### config.mk
export PLATFORM = sky130hd
export DESIGN_NAME = decoder3e
export DESIGN_NICKNAME = d
export VERILOG_FILES = /design/src/rtl/decoder3e_pkg.sv /design/src/rtl/decoder3e.sv
export SDC_FILE = /design/constraint.sdc
export NUM_CORES = 1
export LEC_CHECK = 0
export CAP_MARGIN = 20
export CORE_AREA = 4 4 41 43
export DETAILED_ROUTE_END_ITERATION = 6
export DIE_AREA = 0 0 45 47
export GPL_TIMING_DRIVEN = 0
export HOLD_SLACK_MARGIN = 0.02
export PLACE_DENSITY = 0.52
export SYNTH_ARGS = -nofsm -noshare
export SYNTH_HDL_FRONTEND = slang
export SYNTH_SLANG_ARGS = --single-unit
### constraint.sdc
create_clock -name clk -period 2.4 [get_ports clk]
set_clock_uncertainty 0.2 [all_clocks]
set_input_delay 0.6 -clock clk [delete_from_list [all_inputs] [get_ports clk]]
set_output_delay 0.6 -clock clk [all_outputs]
set_load 0.03 [all_outputs]
### src/rtl/decoder3e_pkg.sv
// Shared widths and types for the registered 3-to-8 one-hot decoder.
package decoder3e_pkg;

    localparam int DEC_SEL_W = 3;
    localparam int DEC_OUT_W = 1 << DEC_SEL_W;

    typedef logic [DEC_SEL_W-1:0] dec_sel_t;
    typedef logic [DEC_OUT_W-1:0] dec_onehot_t;

endpackage : decoder3e_pkg

### src/rtl/decoder3e.sv
// Registered N-to-2**N one-hot decoder with enable.
// Define DECODER3E_VALID_EN to add a `valid` output registered from `ena`.
module decoder3e
    import decoder3e_pkg::*;
#(
    parameter int N = DEC_SEL_W
) (
    input  logic                clk,
    input  logic                rst,
    input  logic [N-1:0]        n,
    input  logic                ena,
`ifdef DECODER3E_VALID_EN
    output logic                valid,
`endif
    output logic [(1<<N)-1:0]   e
);

    localparam int OUT_W = 1 << N;

    logic [OUT_W-1:0] dec;

    // Gating each compare with ena keeps the next value zero even if n is X.
    for (genvar i = 0; i < OUT_W; i++) begin : g_dec
        assign dec[i] = ena && (n == i);
    end

    always_ff @(posedge clk) begin
        // NOTE: registers use non-blocking assignment so every flop samples
        // pre-edge values; the reset is synchronous, checked first.
        if (rst) begin
            e <= '0;
        end else begin
            e <= dec;
        end
    end

`ifdef DECODER3E_VALID_EN
    always_ff @(posedge clk) begin
        if (rst) begin
            valid <= 1'b0;
        end else begin
            valid <= ena;
        end
    end
`endif

endmodule : decoder3e

==> flow_metrics.tcl, run 1 <==
set metrics [dict create \
    outcome "completed" \
    top_regs "e (8)" \
    path_max_fanout 1 \
    min_path_type "in -> reg" \
    post_cts_buffers 0 \
    grt_antenna_before_repair 0 \
    synth.top_cell.area_share 0.688 \
    synth.most_common_cell "dfxtp_1" \
    fin_setup_tns_ns 0 \
    maxCapViolations 0 \
    h-tree-depth 1 \
    fin_area_um2 404 \
    avgSynthCellArea_um2 11.1 \
    dieArea_mm2 0.00212 \
    synthCells 21 \
    fp.coreArea_mm2 0.00130 \
    cts_resized 0 \
    yosysTopAreaCell "dfxtp_1" \
    grt_usage 0.0572 \
    n_antenna_cell 0 \
    yosysSeqAreaShare 0.688 \
    setup_viol 0 \
    cts_buffers 3 \
    clockRootBuffer "clkbuf_4" \
    path_cells "clkdlybuf4s50_1" \
    drtIter0Drc 6 \
    grt_max_degree 6 \
    vias 202 \
    grt_pass1_vias 183 \
    drv_slew 0 \
    ant_nets 0 \
    largest_register "e" \
    synth_nets 27 \
    fillers 146 \
    end_kind "output port" \
    synth_commonest_cells "dfxtp_1 (8), nor2_1 (6), nand2b_1 (2)" \
    fp-row-count 13 \
    required_ns 1.60 \
    synth_cell_types 8 \
    slew_headroom 0.793 \
    clk_pin_slew_ns 0.05 \
    dp_hpwl_um 382 \
    critPathTopFamily "buffers and inverters" \
    ys_seq_elements 8 \
    power_leakage_nw 0.147 \
    cellPowerDensity_mw_per_mm2 644 \
    synth-edff-count 0 \
    fmax_mhz 492 \
    setup.worst_path.start_class "register" \
    drcViolationCount 0 \
    rsz0062_at_grt "no" \
    grt.busiest_layer "met4" \
    worst_pin_slew_ns 0.309 \
    ys_warn_count 0 \
    synthArstFlopShare 0 \
    syn_area_um2 233 \
    total_power_mw 0.260 \
    dr.pass1.iters 4 \
    overflow 0 \
    dpl-instance-area_um2 382 \
    groute.layer.met3.usage 0.0613 \
    nets 45 \
    cts_sinks 8 \
    max_stage_delay_ns 0.67 \
    finalWeightedCongestion 0.672 \
    worst-path-buf-inv 1 \
    met2_usage 0.0678 \
    wl_per_cell_um 9.12 \
    use_met1 0.0462 \
    postCtsHoldBufs 0 \
    dieHeight_um 47 \
    io_pins 14 \
    cts_tree "yes" \
    period_needed_ns 2.03 \
    hold_viol 0 \
    critPathKind "reg -> out" \
    initial_core_util 0.179 \
    die_w_um 45 \
    syn_to_final_growth_pct 73.7 \
    vias_per_cell 3.88 \
    drt_wl_total_um 474 \
    peakVddDrop_mv 0.249 \
    ys.flop_type "dfxtp_1" \
    cts_buffer_depth 2 \
    grt_first_pass_wirelength_um 703 \
    slowest_stage "clkdlybuf4s50_1" \
    io_buffer_count 13 \
    synth_top_cells_by_area "dfxtp_1 (69%), nor2_1 (9.7%), nand2b_1 (5.4%)" \
    largest_reg_flops 8 \
    layout-drive-gt1-share 0.135 \
    period_share 0.847 \
    worstPathArrival_ns 1.23 \
]
stage by stage:
stage	util	hold slack, ns	setup slack [ns]	instances
2_1_floorplan	-	0.469	1.04	21
5_1_grt	0.311	0.798	0.306	52
4_1_cts	0.311	0.787	0.343	52
6_report	0.311	0.797	0.367	52
3_5_place_dp	0.293	1.06	0.532	49
3_3_place_gp	0.293	1.05	0.548	49
worst paths after layout:
path	start	to	slack, ns	cells after the start
worst max-delay path	e[4]	e[4]	0.37	1
worst min-delay path	n[0]	e[0]	0.80	2
kinds of logic after synthesis:
| group | Yosys count | synth area share |
|---|---|---|
| DFF | 8 | 0.688 |
| and+or+nand+nor | 13 | 0.312 |
layout by cell type, fill, tap and decap left out, drive strengths merged:
cell type and count:
nor2 6, clkdlybuf4s50 13, clkbuf 3, or3b 1, dfxtp 8, nand2 1
nand3b 1, nor3 2, nand2b 2
routing by layer:
metal / wire (um) / up-vias
li1: - / 100
met1: 194 / 88
met2: 194 / 14
met3: 85 / 0
met4: 0 / 0
met5: 0 / -
power breakdown:
part	total, mW	leakage, nW	switching (mW)	internal [mW]
clock network	0.0988	0.0138	0.0419	0.0569
logic	0.0257	0.0686	0.0117	0.0139
registers	0.136	0.0648	0.000550	0.135
layout make-up:
class | instances | area [um2] | share of cell area
Clock buffer | 3 | 22.5 | 0.0557
Multi-Input combinational cell | 13 | 72.6 | 0.180
Sequential cell | 8 | 160 | 0.396
Tap cell | 15 | 18.8 | 0.0464
Timing Repair Buffer | 13 | 130 | 0.322
Power figures use the tool's default switching activity.
==> run 2, diff against run 1 <==
Settings changed: PLACE_DENSITY 0.52 to 0.53.
Clock period 2.4 ns to 1.68 ns, I/O delays scaled along.
==> flow_metrics.tcl, run 2 (synthesis gave the netlist of run 1 again) <==
set metrics [dict create \
    whs_ns 0.647 \
    setup.worst_path.start_class "register" \
    dp_slack_ns -0.00606 \
    worst_pin_slew_ns 0.313 \
    period_needed_ns 1.57 \
    worstPathArrival_ns 0.95 \
    min_path_type "in -> reg" \
    grt_pass1_vias 181 \
    cp_num_cells 1 \
    fin_setup_tns_ns 0 \
    cts_buffer_depth 2 \
    cellPowerDensity_mw_per_mm2 920 \
    die_w_um 45 \
    layout-drive-gt1-share 0.135 \
    largest_reg_flops 8 \
    max_stage_delay_ns 0.40 \
    wl_per_cell_um 9.25 \
    dr.pass1.iters 1 \
    rsz0062_at_grt "no" \
    required_ns 1.06 \
    end_kind "output port" \
    fp-row-count 13 \
    dieArea_mm2 0.00212 \
    fin_area_um2 394 \
    path_max_fanout 1 \
    syn_to_final_growth_pct 69.4 \
    cts_buffers 3 \
    grt_usage 0.0500 \
    fmax_mhz 637 \
    vias_per_cell 3.83 \
    worst_slack_ns 0.111 \
    postCtsHoldBufs 0 \
    grt_antenna_before_repair 0 \
    worst-path-buf-inv 1 \
    layout_common_cells "dfxtp_1 (8), dlygate4sd2_1 (8), nor2_1 (6), clkdlybuf4s50_1 (5), clkbuf_4 (3)" \
    ant_nets 0 \
    hold_viol 0 \
    drv_slew 0 \
    largest_register "e" \
    holdPathStages 2 \
    period_share 0.934 \
    peakVddDrop_mv 0.481 \
    dp_hpwl_um 411 \
    dpl-instance-area_um2 382 \
    grt_max_degree 6 \
    n_antenna_cell 0 \
    setup_viol 0 \
    total_power_mw 0.363 \
    cts_sinks 8 \
    h-tree-depth 1 \
    power_leakage_nw 0.184 \
    overflow 0 \
    grt_first_pass_wirelength_um 696 \
    critPathKind "reg -> out" \
    post_cts_buffers 0 \
    initial_core_util 0.179 \
    drtIter0Drc 0 \
    drt_wl_total_um 481 \
    clk_pin_slew_ns 0.05 \
    fp.coreArea_mm2 0.00130 \
    top_regs "e (8)" \
    drcViolationCount 0 \
    outcome "completed" \
    clockRootBuffer "clkbuf_4" \
    slowest_stage "dlygate4sd2_1" \
    path_cells "dlygate4sd2_1" \
    critPathTopFamily "buffers and inverters" \
    io_buffer_count 13 \
    slew_headroom 0.792 \
    vias 199 \
    cts_tree "yes" \
    fillers 148 \
    nets 45 \
    finalWeightedCongestion 0.684 \
    dieHeight_um 47 \
    maxCapViolations 0 \
    io_pins 14 \
]
-- run 2: changes by cell type in the layout (fill, tap and decap cells not counted) --
cell,previous run,this run
dlygate4sd2_1,0,8
clkdlybuf4s50_1,13,5
-- run 2: area by class of cell --
class	instances	area [um2]	area share
Tap cell	15	18.8	0.0476
Timing Repair Buffer	13	120	0.305
Sequential cell	8	160	0.406
Clock buffer	3	22.5	0.0571
Multi-Input combinational cell	13	72.6	0.184
-- run 2: routing by layer --
layer / wire (um) / GRT usage
met3: 107 / 0.0651
met5: 0 / 0
met4: 0 / 0
met2: 221 / 0.0847
met1: 152 / 0.0370
-- run 2: stage by stage --
stage                     instances  utilization
after detailed placement         49        0.293
after global placement           49        0.293
after CTS                        52        0.303
after global routing             52        0.303
final                            52        0.303
after floorplan                  21            -
-- run 2: path summary, 6_finish.rpt --
check / startpoint / endpoint
worst max-delay path: e[4] / e[4]
worst min-delay path: n[0] / e[0]
-- run 2: what timing repair did --
item / 4_1_cts / 5_1_grt
endpoints found under the setup margin: 8 / 0
endpoints found under the hold margin: 0 / 0
resized for setup: 8 / 0
-- run 2: power breakdown --
group	internal, mW	switching, mW	total [mW]	leakage, nW
Combinational	0.0177	0.0175	0.0352	0.106
Clock	0.0809	0.0524	0.133	0.0138
Sequential	0.193	0.000584	0.194	0.0648
==> run 3, diff against run 2 <==
Settings changed: PLACE_DENSITY 0.53 to 0.43.
==> flow_metrics.tcl, run 3 (synthesis gave the netlist of run 1 again) <==
set metrics [dict create \
    worst_pin_slew_ns 0.305 \
    vias 189 \
    fin_setup_tns_ns 0 \
    path_cells "dlygate4sd2_1" \
    layout_common_cells "dfxtp_1 (8), dlygate4sd2_1 (8), nor2_1 (6), clkdlybuf4s50_1 (5), clkbuf_4 (3)" \
    clk_pin_slew_ns 0.05 \
    grt_first_pass_wirelength_um 655 \
    cts_buffer_depth 2 \
    worst-path-buf-inv 1 \
    critPathTopFamily "buffers and inverters" \
    drt_wl_total_um 430 \
    wl_per_cell_um 8.27 \
    dieHeight_um 47 \
    cts_sinks 8 \
    hold_viol 0 \
    utilization 0.303 \
    grt_usage 0.0508 \
    rsz0062_at_grt "no" \
    required_ns 1.06 \
    dieArea_mm2 0.00212 \
    grt_antenna_before_repair 0 \
    end_kind "output port" \
    maxCapViolations 0 \
    max_stage_delay_ns 0.39 \
    die_w_um 45 \
    fp-row-count 13 \
    vias_per_cell 3.63 \
    finalWeightedCongestion 0.654 \
    critPathKind "reg -> out" \
    worstPathArrival_ns 0.93 \
    setup.worst_path.start_class "register" \
    period_share 0.924 \
    post_cts_buffers 0 \
    cts_buffers 3 \
    overflow 0 \
    largest_reg_flops 8 \
    fp.coreArea_mm2 0.00130 \
    setup_viol 0 \
    slew_headroom 0.797 \
    layout-drive-gt1-share 0.135 \
    drcViolationCount 0 \
    io_buffer_count 13 \
    dpl-instance-area_um2 382 \
    period_needed_ns 1.55 \
    slowest_stage "dlygate4sd2_1" \
    power_leakage_nw 0.184 \
    clockRootBuffer "clkbuf_4" \
    drtIter0Drc 2 \
    path_max_fanout 1 \
    io_pins 14 \
    grt_max_degree 6 \
    min_path_type "in -> reg" \
    hold_end "e[0]" \
    n_antenna_cell 0 \
    fillers 149 \
    cellPowerDensity_mw_per_mm2 933 \
    nets 45 \
    fin_area_um2 394 \
    ant_nets 0 \
    peakVddDrop_mv 0.277 \
    outcome "completed" \
    initial_core_util 0.179 \
    top_regs "e (8)" \
    dr.pass1.iters 3 \
    cts_tree "yes" \
    drv_slew 0 \
    grt_pass1_vias 187 \
    syn_to_final_growth_pct 69.4 \
    whs_ns 0.622 \
    largest_register "e" \
    fmax_mhz 644 \
    h-tree-depth 1 \
    holdPathStages 2 \
    min_from "n[0]" \
]
run 3: where the power goes:
group	internal, mW	switching, mW
logic	0.0177	0.0167
clock network	0.0813	0.0584
registers	0.193	0.000527
total	0.292	0.0756
run 3: cell type report:
| type | instances | area [um2] | share of cell area |
|---|---|---|---|
| Tap cell | 15 | 18.8 | 0.0476 |
| Multi-Input combinational cell | 13 | 72.6 | 0.184 |
| Clock buffer | 3 | 22.5 | 0.0571 |
| Timing Repair Buffer | 13 | 120 | 0.305 |
| Sequential cell | 8 | 160 | 0.406 |
run 3: per-stage QoR:
step	setup WS [ns]	instances	power, mW
floorplan	0.503	21	0.213
global placement	0.0111	49	0.234
detailed placement	-0.0137	49	0.235
CTS	0.103	52	0.380
global route	0.0657	52	0.392
finish	0.128	52	0.368
run 3: layer usage:
metal | vias up | track usage | routed length (um)
li1 | 99 | - | -
met1 | 80 | 0.0391 | 156
met2 | 10 | 0.0734 | 207
met3 | 0 | 0.0230 | 66
met4 | 0 | 0.0877 | 0
met5 | - | 0 | 0
run 3: worst max path at each step:
stage | startpoint | to | depth (start not counted)
3_3_place_gp | ena | e[0] | 3
3_5_place_dp | ena | e[0] | 3
2_1_floorplan | n[2] | e[0] | 2
5_1_grt | e[2] | e[2] | 1
4_1_cts | e[1] | e[1] | 1
6_report | e[1] | e[1] | 1
run 3: timing repair:
action / in CTS / in global routing
hold endpoints to repair: 0 / 0
hold buffers: 0 / 0
gates resized for setup: 8 / 0
endpoints found under the setup margin: 8 / 0
